File: src/rtl/if_stage_pkg.sv
// Fetch-stage shared definitions: FSM encoding, reset PC, NOP and PC step.
// Also used by the decode and hazard units.
package if_stage_pkg;

    typedef enum logic [1:0] {
        FS_BOOT = 2'd0,
        FS_RUN  = 2'd1,
        FS_HOLD = 2'd2
    } fetch_state_e;

    localparam logic [31:0] IF_RESET_PC = 32'h4000_0000;
    localparam logic [31:0] IF_NOP_INST = 32'h0000_0013;
    localparam int unsigned IF_PC_INC   = 4;

endpackage

File: src/rtl/if_skid_buffer.sv
// Holds the returned instruction while decode is stalled and muxes
// the decode-facing instruction between the buffer and memory.
module if_skid_buffer
    import if_stage_pkg::*;
#(
    parameter int unsigned             INST_WIDTH = 32,
    parameter logic [INST_WIDTH-1:0]   NOP_INST   = INST_WIDTH'(IF_NOP_INST)
) (
    input  logic                  clk,
    input  logic                  rst,
    input  logic                  capture,
    input  logic                  clear,
    input  logic                  valid,
    input  logic [INST_WIDTH-1:0] rdata,
    output logic [INST_WIDTH-1:0] inst
);

    logic                  hold_valid;
    logic [INST_WIDTH-1:0] hold_inst;

    // First stalled cycle latches memory; later ones keep the copy.
    always_ff @(posedge clk or negedge rst) begin
        if (!rst) begin
            hold_valid <= 1'b0;
            hold_inst  <= NOP_INST;
        end else if (clear) begin
            hold_valid <= 1'b0;
        end else if (capture && !hold_valid) begin
            hold_valid <= 1'b1;
            hold_inst  <= rdata;
        end
    end

    assign inst = !valid     ? NOP_INST  :
                  hold_valid ? hold_inst : rdata;

endmodule

File: src/rtl/if_stage.sv
// Instruction fetch: owns the fetch PC, drives a 1-cycle synchronous
// instruction memory and presents {pc, inst, valid} to decode.
module if_stage
    import if_stage_pkg::*;
#(
    parameter int unsigned           PC_WIDTH   = 32,
    parameter int unsigned           INST_WIDTH = 32,
    parameter logic [PC_WIDTH-1:0]   RESET_PC   = PC_WIDTH'(IF_RESET_PC),
    parameter logic [INST_WIDTH-1:0] NOP_INST   = INST_WIDTH'(IF_NOP_INST)
) (
    input  logic                  clk,
    input  logic                  rst,
    input  logic                  stall,
    input  logic                  ctrl_pc_src,
    input  logic [PC_WIDTH-1:0]   branch_pc_new,
    input  logic                  ctrl_id_reg_flush,
    output logic                  imem_en,
    output logic [PC_WIDTH-1:0]   imem_addr,
    input  logic [INST_WIDTH-1:0] imem_rdata,
    output logic [PC_WIDTH-1:0]   if_pc,
    output logic [INST_WIDTH-1:0] if_inst,
    output logic                  if_valid
);

    fetch_state_e        fs;
    logic [PC_WIDTH-1:0] pc_f;
    logic [PC_WIDTH-1:0] resp_pc;
    logic                resp_valid;

    logic [PC_WIDTH-1:0] pc_next;
    logic [PC_WIDTH-1:0] pc_tgt;
    logic                kill;
    logic                running;
    logic                do_redir;
    logic                do_boot;
    logic                do_flush;
    logic                do_stall;
    logic                do_adv;
    logic                skid_clear;
    logic                unused_tgt_lsb;

    assign pc_next = pc_f + PC_WIDTH'(IF_PC_INC);
    assign pc_tgt  = {branch_pc_new[PC_WIDTH-1:2], 2'b00};
    assign unused_tgt_lsb = ^branch_pc_new[1:0];

    assign kill    = ctrl_pc_src | ctrl_id_reg_flush;
    assign running = (fs != FS_BOOT);

    // One-hot action decode in priority order.
    assign do_redir = ctrl_pc_src;
    assign do_boot  = ~ctrl_pc_src & ~running;
    assign do_flush = ~ctrl_pc_src & ctrl_id_reg_flush & running;
    assign do_stall = ~kill & stall & running;
    assign do_adv   = ~kill & ~stall & running;

    assign skid_clear = do_redir | do_flush | do_adv;

    assign imem_en   = rst & ((running & ~stall) | ctrl_pc_src);
    assign imem_addr = pc_f;
    assign if_pc     = resp_pc;
    assign if_valid  = resp_valid;

    always_ff @(posedge clk or negedge rst) begin
        if (!rst) begin
            fs         <= FS_BOOT;
            pc_f       <= RESET_PC;
            resp_pc    <= RESET_PC;
            resp_valid <= 1'b0;
        end else begin
            unique case (1'b1)
                do_redir: begin
                    pc_f       <= pc_tgt;
                    resp_pc    <= pc_f;
                    resp_valid <= 1'b0;
                    fs         <= FS_RUN;
                end
                do_boot: begin
                    fs <= FS_RUN;
                end
                do_flush: begin
                    pc_f       <= pc_next;
                    resp_pc    <= pc_f;
                    resp_valid <= 1'b0;
                    fs         <= FS_RUN;
                end
                do_stall: begin
                    fs <= FS_HOLD;
                end
                do_adv: begin
                    pc_f       <= pc_next;
                    resp_pc    <= pc_f;
                    resp_valid <= 1'b1;
                    fs         <= FS_RUN;
                end
                default: begin
                    fs <= fs;
                end
            endcase
        end
    end

    if_skid_buffer #(
        .INST_WIDTH (INST_WIDTH),
        .NOP_INST   (NOP_INST)
    ) u_skid (
        .clk     (clk),
        .rst     (rst),
        .capture (do_stall),
        .clear   (skid_clear),
        .valid   (resp_valid),
        .rdata   (imem_rdata),
        .inst    (if_inst)
    );

endmodule

File: config.mk
export PLATFORM = sky130hd
export DESIGN_NAME = if_stage
export DESIGN_NICKNAME = d
export VERILOG_FILES = /design/src/rtl/if_stage_pkg.sv /design/src/rtl/if_skid_buffer.sv /design/src/rtl/if_stage.sv
export SDC_FILE = /design/constraint.sdc
export NUM_CORES = 1
export LEC_CHECK = 0
export CORE_ASPECT_RATIO = 1.75
export CORE_UTILIZATION = 40
export CTS_CLUSTER_DIAMETER = 40
export DETAILED_ROUTE_END_ITERATION = 8
export PLACE_DENSITY = 0.71
export SLEW_MARGIN = 20
export SYNTH_ARGS = -nofsm -noshare
export SYNTH_HDL_FRONTEND = slang
export SYNTH_SLANG_ARGS = --single-unit
File: constraint.sdc
create_clock -name clk -period 2.4 [get_ports clk]
set_input_delay 0.24 -clock clk [delete_from_list [all_inputs] [get_ports clk]]
set_output_delay 0.24 -clock clk [all_outputs]
set_load 0.01 [all_outputs]
==> flow_results.org <==
** Job
- Across the run, the number of max-cap violations was 0.

** STA
- The count of endpoints failing hold in the final timing report came to 26.
- Setup violations remaining at the end of the flow were counted as 0.
- Slew headroom :: 46.8%
- Across all hold checks on the routed design, the worst slack comes to -0.00707 ns.
- Once routing completed, OpenROAD measured the worst setup slack at 0.334 ns.
- Final worst path period need :: 2.07 ns
- The max-slew violation count came to 0.
- Worst slew pin tran :: 0.798 ns
- Setup clock skew after layout :: 0.0105 ns
- Total negative slack for setup checks :: 0 ns
- Post-route fraction of the period consumed by the critical path :: 86.1%
- Maximum operating frequency :: 484 MHz
- Setup repair after global routing missed its margin :: no

** Min path
- The tightest min-delay check is of the in2async type.

** Clock network
- At the later pin of the worst-skew pair, clock insertion delay measures 0.34 ns.
- Cts repair resizes :: 0
- Clock sink count :: 96
- Clock tree from TritonCTS :: built
- Register clock-pin slew on the reported worst setup and hold paths :: 0.07 ns
- The root buffer cell chosen for the clock tree is clkbuf_16.
- In this run the number of H-tree levels came out at 3.
- Number of buffers created by CTS :: 9
- Post-CTS setup buffer count :: 0
- Number of buffers added to fix hold violations after cts :: 0
- Clock tree buffer depth :: 2

** Synthesis
- Yosys printed 0 warnings.
- After synthesis, the largest area contributor takes up 46.8% of total cell area.
- EDFF count, synth :: 0
- Synth Area per Inst :: 11.5 um^2
- By area the synthesized netlist is led by dfrtp_1, mux2_2, mux2i_1.
- Synth cell types :: 52
- Main flop type after synthesis :: dfrtp_1
- Fraction of registers with async set/reset :: 100%
- Synthesis produced 423 cells.
- The cell area that synthesis handed to floorplanning was 0.00487 mm^2.
- The synthesized design contains 96 register bits.
- Of all cell types, the one taking the most synthesized area is dfrtp_1.
- Of the synthesized area, sequential elements account for 49.5%.

** Layout
- Of the cells placed in the final design, the portion with a size suffix greater than 1 is 19.1%.
- The net count of the finished layout is 650.
- Once layout is complete, the cells apart from fillers number 722.
- The number of antenna diodes in the final layout is 0.
- From synthesis to final layout, the design area changed by 42.5%.
- For this run, the share of the core covered by cells in the final layout is 58.1%.
- Final design area excluding fillers :: 0.00694 mm^2

** Placement
- Counting tap cells, the placed design contains a total of 706 instances.
- The placed instances occupy a cell area of 0.00663 mm^2.
- At the end of routability-driven placement, the weighted congestion stood at 0.838.
- Total half-perimeter wirelength after legalization and detailed placement :: 9150 um
- At the placement stage, the worst setup path has a slack of 0.244 ns.
- Buffers added on ports :: 160

** Worst setup path
- In this run the worst setup path begins at imem_addr[2].
- List of cells traversed by the critical path :: ha_1, nand3_2, or2_1, nor4_4, a211o_1, o211a_1
- Largest stage delay on the critical path :: 0.50 ns
- Counting cells, the worst reg-to-reg path comes to 6.
- In this run the critical register-to-register path is launched from imem_addr[2].
- Worst setup slack for register-to-register paths :: 0.33 ns
- The endpoint identified for the worst register-to-register timing path is imem_addr[24].
- The critical path contains buffers and inverters numbering 0 combined.
- CP max-delay cell :: nor4_4
- Endpoint kind of the worst setup timing path :: flop
- Setup crit start kind :: flop
- At the worst endpoint, the required time is 2.68 ns.
- Family with the most delay on the worst path :: simple AND/OR/NAND/NOR gates
- Arrival time worst endpoint :: 2.34 ns
- The critical path is of the reg2reg type.
- Along the worst path, the maximum fanout reaches 6.
- The most critical setup path has its endpoint at imem_addr[24].
- The critical path runs through a total of 6 cells.

** Die
- The floorplan step defined a core boundary enclosing 0.0119 mm^2.
- Overall die height :: 148 um
- The die is 85.4 um wide.
- The die covers 0.0126 mm^2.
- Initial cell density of the core :: 40.8%
- Count of pins on the block boundary :: 167
- Row generation in the floorplan step produced 53 rows.

** Global routing
- Number of global-route vias before repair :: 4,013
- First-pass GRT wire length :: 20,100 um
- Global routing finished with a remaining overflow of 0.
- Maximum number of pins on one net before global-route repair :: 63
- Across every metal layer, demand over resource in global routing totals 20.3%.
- The initial antenna violation count was 0.

** Power
- Summing internal, switching and leakage power gives 4.52 mW.
- Static leakage power :: 2.76 nW
- Across the VDD grid, the largest voltage drop is 0.000344 V.
- In this run the power density over the cells is 652 mW/mm^2.

** Drt
- Routed wl met3 :: 644 um
- The routed design has 12,500 um of wire.
- Number of optimization iterations in the first detailed-route pass :: 4
- Average wire per cell in the routed design :: 17.3 um
- For this block, wires on met1 add up to 4810 um.
- Across all layers, the routed design uses 3,854 vias.
- Summed over all nets, wire length on met2 after detailed routing comes to 6790 um.
- After the first detailed-routing iteration, the DRC count stood at 128.
- Drt drc :: 0
- Highest signal layer in the routed design :: met4
- The detail route stage leaves a number of antenna-violating nets equal to 0.
- Via/cell ratio :: 5.34

** Outcome
- Status :: finished with violations
- The checks that failed: hold timing.
[kinds of logic (layout without fill, tap and decap cells)]
family | count (synthesis) | after routing | synth area share, %
xor+xnor | 13 | 13 | 2.34
flops | 96 | 96 | 49.5
buf+inv | 34 | 193 | 3.39
simple gates | 140 | 140 | 17.1
compound gates | 42 | 42 | 5.99
fa+ha+maj | 1 | 1 | 0.257
other cells | 1 | 4 | 0.0770
mux | 96 | 96 | 21.3
[cell usage after synthesis, types with 4 or more instances]
| cell type | count |
|---|---|
| and3_1 | 12 |
| nand4_1 | 6 |
| nor2b_1 | 33 |
| inv_1 | 6 |
| mux2_2 | 62 |
| dfstp_2 | 5 |
| buf_4 | 4 |
| o21ai_0 | 15 |
| mux2i_1 | 34 |
| xnor2_1 | 9 |
| nor4_1 | 4 |
| buf_2 | 12 |
| nand2_1 | 33 |
| dfrtp_1 | 91 |
| nand3_1 | 13 |
| nor2_1 | 13 |
| clkbuf_1 | 11 |
| a311oi_1 | 4 |
| xor2_1 | 4 |
| a211oi_1 | 4 |
[cells in the final DEF, fill, tap and decap left out, types with 3 or more instances in the layout]
master / Yosys / layout
nand2_1: 33 / 33
and3_1: 12 / 12
mux2i_1: 34 / 34
a211oi_1: 4 / 4
nor4_2: 3 / 3
dfstp_2: 5 / 5
nor2_1: 13 / 11
nor3_1: 3 / 3
clkbuf_16: 0 / 9
dfrtp_1: 91 / 90
clkdlybuf4s50_1: 0 / 158
conb_1: 1 / 4
xnor2_1: 9 / 9
a311oi_1: 4 / 4
nand3_1: 13 / 13
o21ai_0: 15 / 15
o21ai_1: 3 / 3
a21oi_1: 3 / 3
nand4_1: 6 / 6
and4_1: 3 / 3
xor2_1: 4 / 4
mux2_2: 62 / 62
nor2b_1: 33 / 33
nor4_1: 4 / 4
buf_4: 4 / 10
inv_1: 6 / 6
[routing by layer]
layer  up-vias  global-route usage [%]
li1       1821                       -
met5         -                       0
met3        17                    3.85
met1      1873                    22.2
met4         0                    7.67
met2       143                    38.3
[cell type report]
class	instances	area, um^2
inverters	6	22.5
flip-flops and latches	96	2410
clock buffers	12	256
well taps	137	171
multi-input cells	296	2320
repair buffers	171	1700
clock inverters	4	52.6
fillers	1037	5000
[state kept, by name, indices dropped and copies added (netlist names)]
name and cells:
u_skid.hold_inst 32, if_valid 1, imem_addr 30, u_skid.hold_valid 1, fs 2, if_pc 30
[how the worst min path moves through the flow]
stage	startpoint	endpoint	slack [ns]	cells past startpoint
final	rst	fs[1]	-0.007	2
after global routing	rst	if_pc[19]	0.03	2
after CTS	rst	if_pc[19]	0.009	2
after detailed placement	rst	if_pc[22]	0.37	2
after global placement	rst	if_pc[22]	0.36	2
after floorplan	rst	fs[0]	-0.06	0
[where the power goes]
group	internal [mW]	leakage (nW)	switching (mW)	total, mW
registers	1.87	1.13	0.184	2.06
logic	0.596	1.48	0.383	0.979
clock network	0.870	0.153	0.613	1.48
No activity file was read; power rests on OpenSTA's default activity.
==> RTL edit 1 (same settings) <==
`PC_WIDTH`: 32 -> 16.
--- a/src/rtl/if_stage.sv
+++ b/src/rtl/if_stage.sv
@@ -4,5 +4,5 @@
     import if_stage_pkg::*;
 #(
-    parameter int unsigned           PC_WIDTH   = 32,
+    parameter int unsigned           PC_WIDTH   = 16,
     parameter int unsigned           INST_WIDTH = 32,
     parameter logic [PC_WIDTH-1:0]   RESET_PC   = PC_WIDTH'(IF_RESET_PC),
Ports: changed (resized branch_pc_new, if_pc and imem_addr); port bits go from 167 to 119. No check against the original RTL was run, so the function may have changed too.
==> RTL edit 1 against the original RTL <==
The run ends with design-rule violations left. Area after synthesis shrank 32%. First-iteration DRC count grew 32%. Power shrank 28%. Wire length shrank 39%. Global-route usage shrank 1.6 points. Sequential cell count shrank 32. Register-to-register slack gained 240 ps. Sequential power shrank 32%. Count of clock-buffer cells in the layout is the same. Maximum frequency shrank 8.2%. Worst setup slack lost 180 ps. Final area shrank 31%. Highest routed layer unchanged.
==> RTL edit 1: results (changes against the original RTL) <==
| Metric | Value |
|---|---|
| Post-synthesis sequential area ratio | 0.483 (was 0.495) |
| Post-Place Cells | 473 (was 706) |
| CP Max Fanout | 19 (was 6) |
| Max VDD drop | 0.000434 V (was 0.000344 V) |
| Syn avg cell area | 11.8 µm² (was 11.5 µm²) |
| WL per Instance | 15.6 µm (was 17.3 µm) |
| Synth unique cells | 46 (was 52) |
| Status | finished with violations (unchanged) |
| Total number of vias | 2545 (was 3854) |
| Largest net degree at the start of global routing | 65 (was 63) |
| Leakage | 1.90 nW (was 2.76 nW) |
| Worst-margin pin slew | 822 ps (was 798 ps) |
| Final Wtd Congestion | 0.766 (was 0.838) |
| Placed instance area | 0.00451 mm² (was 0.00663 mm²) |
| Drt first pass iters | 6 (was 4) |
| Final net count | 448 (was 650) |
| Largest cells by area after synthesis | dfrtp_1, mux2_2, mux2i_1 (unchanged) |
| Share of cells above drive strength 1 | 0.193 (was 0.191) |
| CTS clk-pin slew, worst paths | 50 ps (was 70 ps) |
| Final setup skew | 4.71 ps (was 10.5 ps) |
| Drt drc | 22 (was 0) |
| First-pass GRT wire length | 12400 µm (was 20100 µm) |
| Failing checks | design-rule violations (was negative hold slack) |
| Switching power | 0.000832 W (was 0.00118 W) |
| DP HPWL | 5420 µm (was 9150 µm) |
## RTL edit 1: changes by cell type after synthesis, moves of 6 or more
| cell | delta |
|---|---|
| dfrtp_1 | -30 |
| mux2_2 | -21 |
| nand2_1 | -17 |
| and3_1 | -10 |
| buf_2 | -9 |
| nand3_1 | -6 |
## RTL edit 1: path summary, 6_finish.rpt
check                                startpoint                   end  slack, ps  cells past startpoint
max                           u_skid.hold_valid           if_inst[24]        150                      4
min                                         rst  u_skid.hold_inst[13]        200                      2
max reg2reg                        imem_addr[2]         imem_addr[12]        570                      5
min reg2reg                u_skid.hold_inst[19]  u_skid.hold_inst[19]        490                      1
max in group asynchronous                   rst     u_skid.hold_valid       1590                      2
min in group clk               branch_pc_new[3]          imem_addr[3]        480                      3
## RTL edit 1: critical path: stages, from the launching register on
cell and delay [ps]:
dfrtp_4 610, buf_12 220, mux2i_1 130, nor2b_1 170, clkdlybuf4s50_1 560
## RTL edit 1: layout make-up
type	count	area, µm²
flip-flops and latches	64	1610
well taps	90	113
inverters	3	11.3
clock inverters	4	20.0
clock buffers	12	246
repair buffers	117	1180
fillers	691	3180
multi-input cells	199	1600
## RTL edit 1: metal layers
layer	GRT usage	routed length (µm)
met1	0.217	3060
met2	0.323	4050
met3	0.0378	331
met4	0.105	199
met5	0	0
## RTL edit 1: timing repair
item                                   CTS  global route
hold buffers                             0             0
setup endpoints to repair                0             3
resized for setup                        0             1
endpoints found under the hold margin    0             0
## RTL edit 1: power groups by stage
stage          combinational (W)  clock (W)  sequential (W)
2_1_floorplan           0.000335          0         0.00142
3_3_place_gp            0.000668          0         0.00142
3_5_place_dp            0.000683          0         0.00143
4_1_cts                 0.000686    0.00120         0.00141
5_1_grt                 0.000735    0.00124         0.00144
6_report                0.000675    0.00116         0.00141
## RTL edit 1: per-stage QoR
step / hold WS (ps) / setup WS [ps]
4_1_cts: 229 / 31.9
6_report: 201 / 151
2_1_floorplan: -55.6 / 705
3_3_place_gp: 467 / 294
3_5_place_dp: 476 / 250
5_1_grt: 259 / 69.3
## RTL edit 1: cell families (layout without fill, tap and decap cells)
kind of cell | count (synthesis) | after routing | synth area share
xor gates and xnor gates | 8 | 8 | 0.0211
adders and majority gates | 1 | 1 | 0.00377
and+or+nand+nor | 86 | 86 | 0.155
AOI/OAI and AO/OA | 21 | 21 | 0.0422
DFF | 64 | 64 | 0.483
other | 1 | 4 | 0.00113
muxes | 79 | 79 | 0.255
buffers and inverters | 22 | 136 | 0.0384
==> RTL edit 2 (same flow settings) <==
Without the edit above. Encoding of `fetch_state_e`: now one-hot (3 bits for 3 states).
--- a/src/rtl/if_stage_pkg.sv
+++ b/src/rtl/if_stage_pkg.sv
@@ -3,8 +3,8 @@
 package if_stage_pkg;
 
-    typedef enum logic [1:0] {
-        FS_BOOT = 2'd0,
-        FS_RUN  = 2'd1,
-        FS_HOLD = 2'd2
+    typedef enum logic [2:0] {
+        FS_BOOT = 3'b001,
+        FS_RUN  = 3'b010,
+        FS_HOLD = 3'b100
     } fetch_state_e;
 
Formal check against the unedited RTL: no difference found for any inputs over 10 cycles, from zero or initial values and one cycle with rst low; not proved beyond that.
==> RTL edit 2 against the original RTL <==
The run ends with design-rule violations left. Synthesized cell count shrank 0.47%. Final area about the same. Power down 0.26%. Largest power group unchanged. Wire length shrank 6.4%. Sequential cell count grew 1. Worst setup slack got worse by 210 ps. Area after synthesis decreased by 1.2%. Combinational power rose by 2%.
==> RTL edit 2: results (changes against the original RTL) <==
| Metric | Value |
|---|---|
| Status | finished with violations (unchanged) |
| Failing checks | design-rule violations (was negative hold slack) |
| Hold EP | if_valid |
| CP Max Fanout | 22 (was 6) |
| Root Driver | clkbuf_16 (unchanged) |
| Yosys warns | 0 (unchanged) |
| Ys async rst share | 1.00 (unchanged) |
| Global Route Usage Sum | 0.199 (was 0.203) |
| Vias in the first global route | 3908 (was 4013) |
| RR Endpoint | imem_addr[26] (was imem_addr[24]) |
| Drt drc | 12 (was 0) |
| HP Class | in -> reg (was in -> async) |
| Total number of H-tree levels | 3 (unchanged) |
| N_diodes | 0 (unchanged) |
| Share of cells above drive strength 1 | 0.197 (was 0.191) |
| Post-synth EDFFs | 0 (unchanged) |
| Biggest register | u_skid.hold_inst (unchanged) |
| CP arrival | 2040 ps (was 2340 ps) |
| R2R Path Start | imem_addr[8] (was imem_addr[2]) |
| Synth unique cells | 39 (was 52) |
| CTS Buffer Depth | 2 (unchanged) |
| Clk_lat worst skew | 340 ps (about the same) |
| Final setup TNS | 0 ps (unchanged) |
| Max incr delay on CP | 620 ps (was 500 ps) |
| DP HPWL | 8750 µm (was 9150 µm) |
| WL per Instance | 16.2 µm (was 17.3 µm) |
| Post-synth top area share | 0.473 (was 0.468) |
| CTS clk-pin slew, worst paths | about 60 ps |
| First-pass GRT wire length | 19300 µm (was 20100 µm) |
| Initial antenna violation count | 0 (unchanged) |
| Leakage | 2.76 nW (about the same) |
| Final net count | 656 (was 650) |
| Top_reg_cell synth | dfrtp_1 (unchanged) |
| Final setup skew | 8.31 ps (was 10.5 ps) |
| Hold Path Stages | 2 |
| Total number of vias | 3711 (was 3854) |
| Post-synthesis sequential area ratio | 0.506 (was 0.495) |
| Slew margin rel. | 0.597 (was 0.468) |
| R2r worst-path depth | 5 (was 6) |
| Largest net degree at the start of global routing | 58 (was 63) |
| Worst R2R Setup Slack | 190 ps (was 330 ps) |
| Max FFs per register | 32 (unchanged) |
| Drt first pass iters | 8 (was 4) |
| Max VDD drop | 0.000449 V (was 0.000344 V) |
| CP max stage cell | dfrtp_2 (was nor4_4) |
| 1st-iter DRT viols | 111 (was 128) |
| Placed instance area | 0.00662 mm² (was 0.00663 mm²) |
| Worst hold path startpoint | ctrl_pc_src |
| Final Wtd Congestion | 0.738 (was 0.838) |
| Top cells by count, synth | dfrtp_1, mux2_2, nand2_1, mux2i_1, nor2b_1 (was dfrtp_1, mux2_2, mux2i_1, nand2_1, nor2b_1) |
| Largest cells by area after synthesis | dfrtp_1, mux2_2, mux2i_1 (unchanged) |
| PortBufs | 160 (unchanged) |
RTL edit 2: cell types whose count changed in the layout (fill, tap and decap cells not counted), moves of 4 or more:
cell,unedited run,this run
xnor2_1,9,24
nand2_1,33,46
and3_1,12,3
buf_4,10,17
nand3_1,13,6
o21ai_0,15,22
o21ai_1,3,10
nor3_1,3,8
a311oi_1,4,0
nor2_1,11,7
RTL edit 2: cell type report:
class,instances,area (µm²)
Clock buffer,11,253
Clock inverter,4,51.3
Fill cell,1000,4710
Inverter,4,15.0
Multi-Input combinational cell,294,2230
Sequential cell,97,2440
Tap cell,135,169
Timing Repair Buffer,180,1780
RTL edit 2: worst max path at each step:
stage                            from            end  slack, ps  cells after the start
global route        u_skid.hold_valid    if_inst[26]         40                      4
CTS                             fs[0]        imem_en         50                      4
detailed placement       imem_addr[8]  imem_addr[26]        210                      5
finish              u_skid.hold_valid    if_inst[26]        120                      4
floorplan                       fs[0]      if_pc[28]        280                      5
global placement                stall  imem_addr[31]        260                      6
RTL edit 2: cell families after synthesis:
logic type,Yosys count,share of synthesized area
adder cells (fa/ha/maj),1,0.00260
flip-flops,97,0.506
other,1,0.000779
buffers and inverters,34,0.0362
AND/OR/NAND/NOR,132,0.156
XOR/XNOR,29,0.0528
multiplexers,93,0.209
AO/OA/AOI/OAI,34,0.0364
RTL edit 2: layer usage:
layer / share of wire / routed length, µm / GRT usage / vias up
met5: 0 / 0 / 0 / -
met4: 0.029 / 335 / 0.0797 / 0
met3: 0.059 / 694 / 0.0528 / 27
met2: 0.55 / 6400 / 0.362 / 132
met1: 0.37 / 4280 / 0.216 / 1777
li1: - / - / - / 1775
RTL edit 2: through the flow:
step / hold WS, ps / worst slack [ps] / cells
2_1_floorplan: -55.6 / 284 / 425
3_3_place_gp: 118 / 263 / 709
3_5_place_dp: 122 / 208 / 709
4_1_cts: 162 / 45.0 / 725
5_1_grt: 185 / 44.8 / 725
6_report: 180 / 120 / 725
RTL edit 2: repair_timing:
action / in CTS / in global routing
resized for setup: 0 / 1
endpoints found under the setup margin: 0 / 1
hold buffers: 1 / 0
buffers inserted: 0 / 0
endpoints found under the hold margin: 14 / 0
RTL edit 2: power by group:
| group | total (W) | switching, W | internal, W |
|---|---|---|---|
| Clock | 0.00146 | 0.000602 | 0.000861 |
| Combinational | 0.000997 | 0.000395 | 0.000602 |
| Sequential | 0.00205 | 0.000163 | 0.00188 |
| Total | 0.00451 | 0.00116 | 0.00335 |
RTL edit 2: critical path, delay by kind of cell, from the launching register on:
family / cells / cell delay, ps
muxes: 1 / 100
and+or+nand+nor: 1 / 150
DFF: 1 / 620
buffers and inverters: 2 / 810
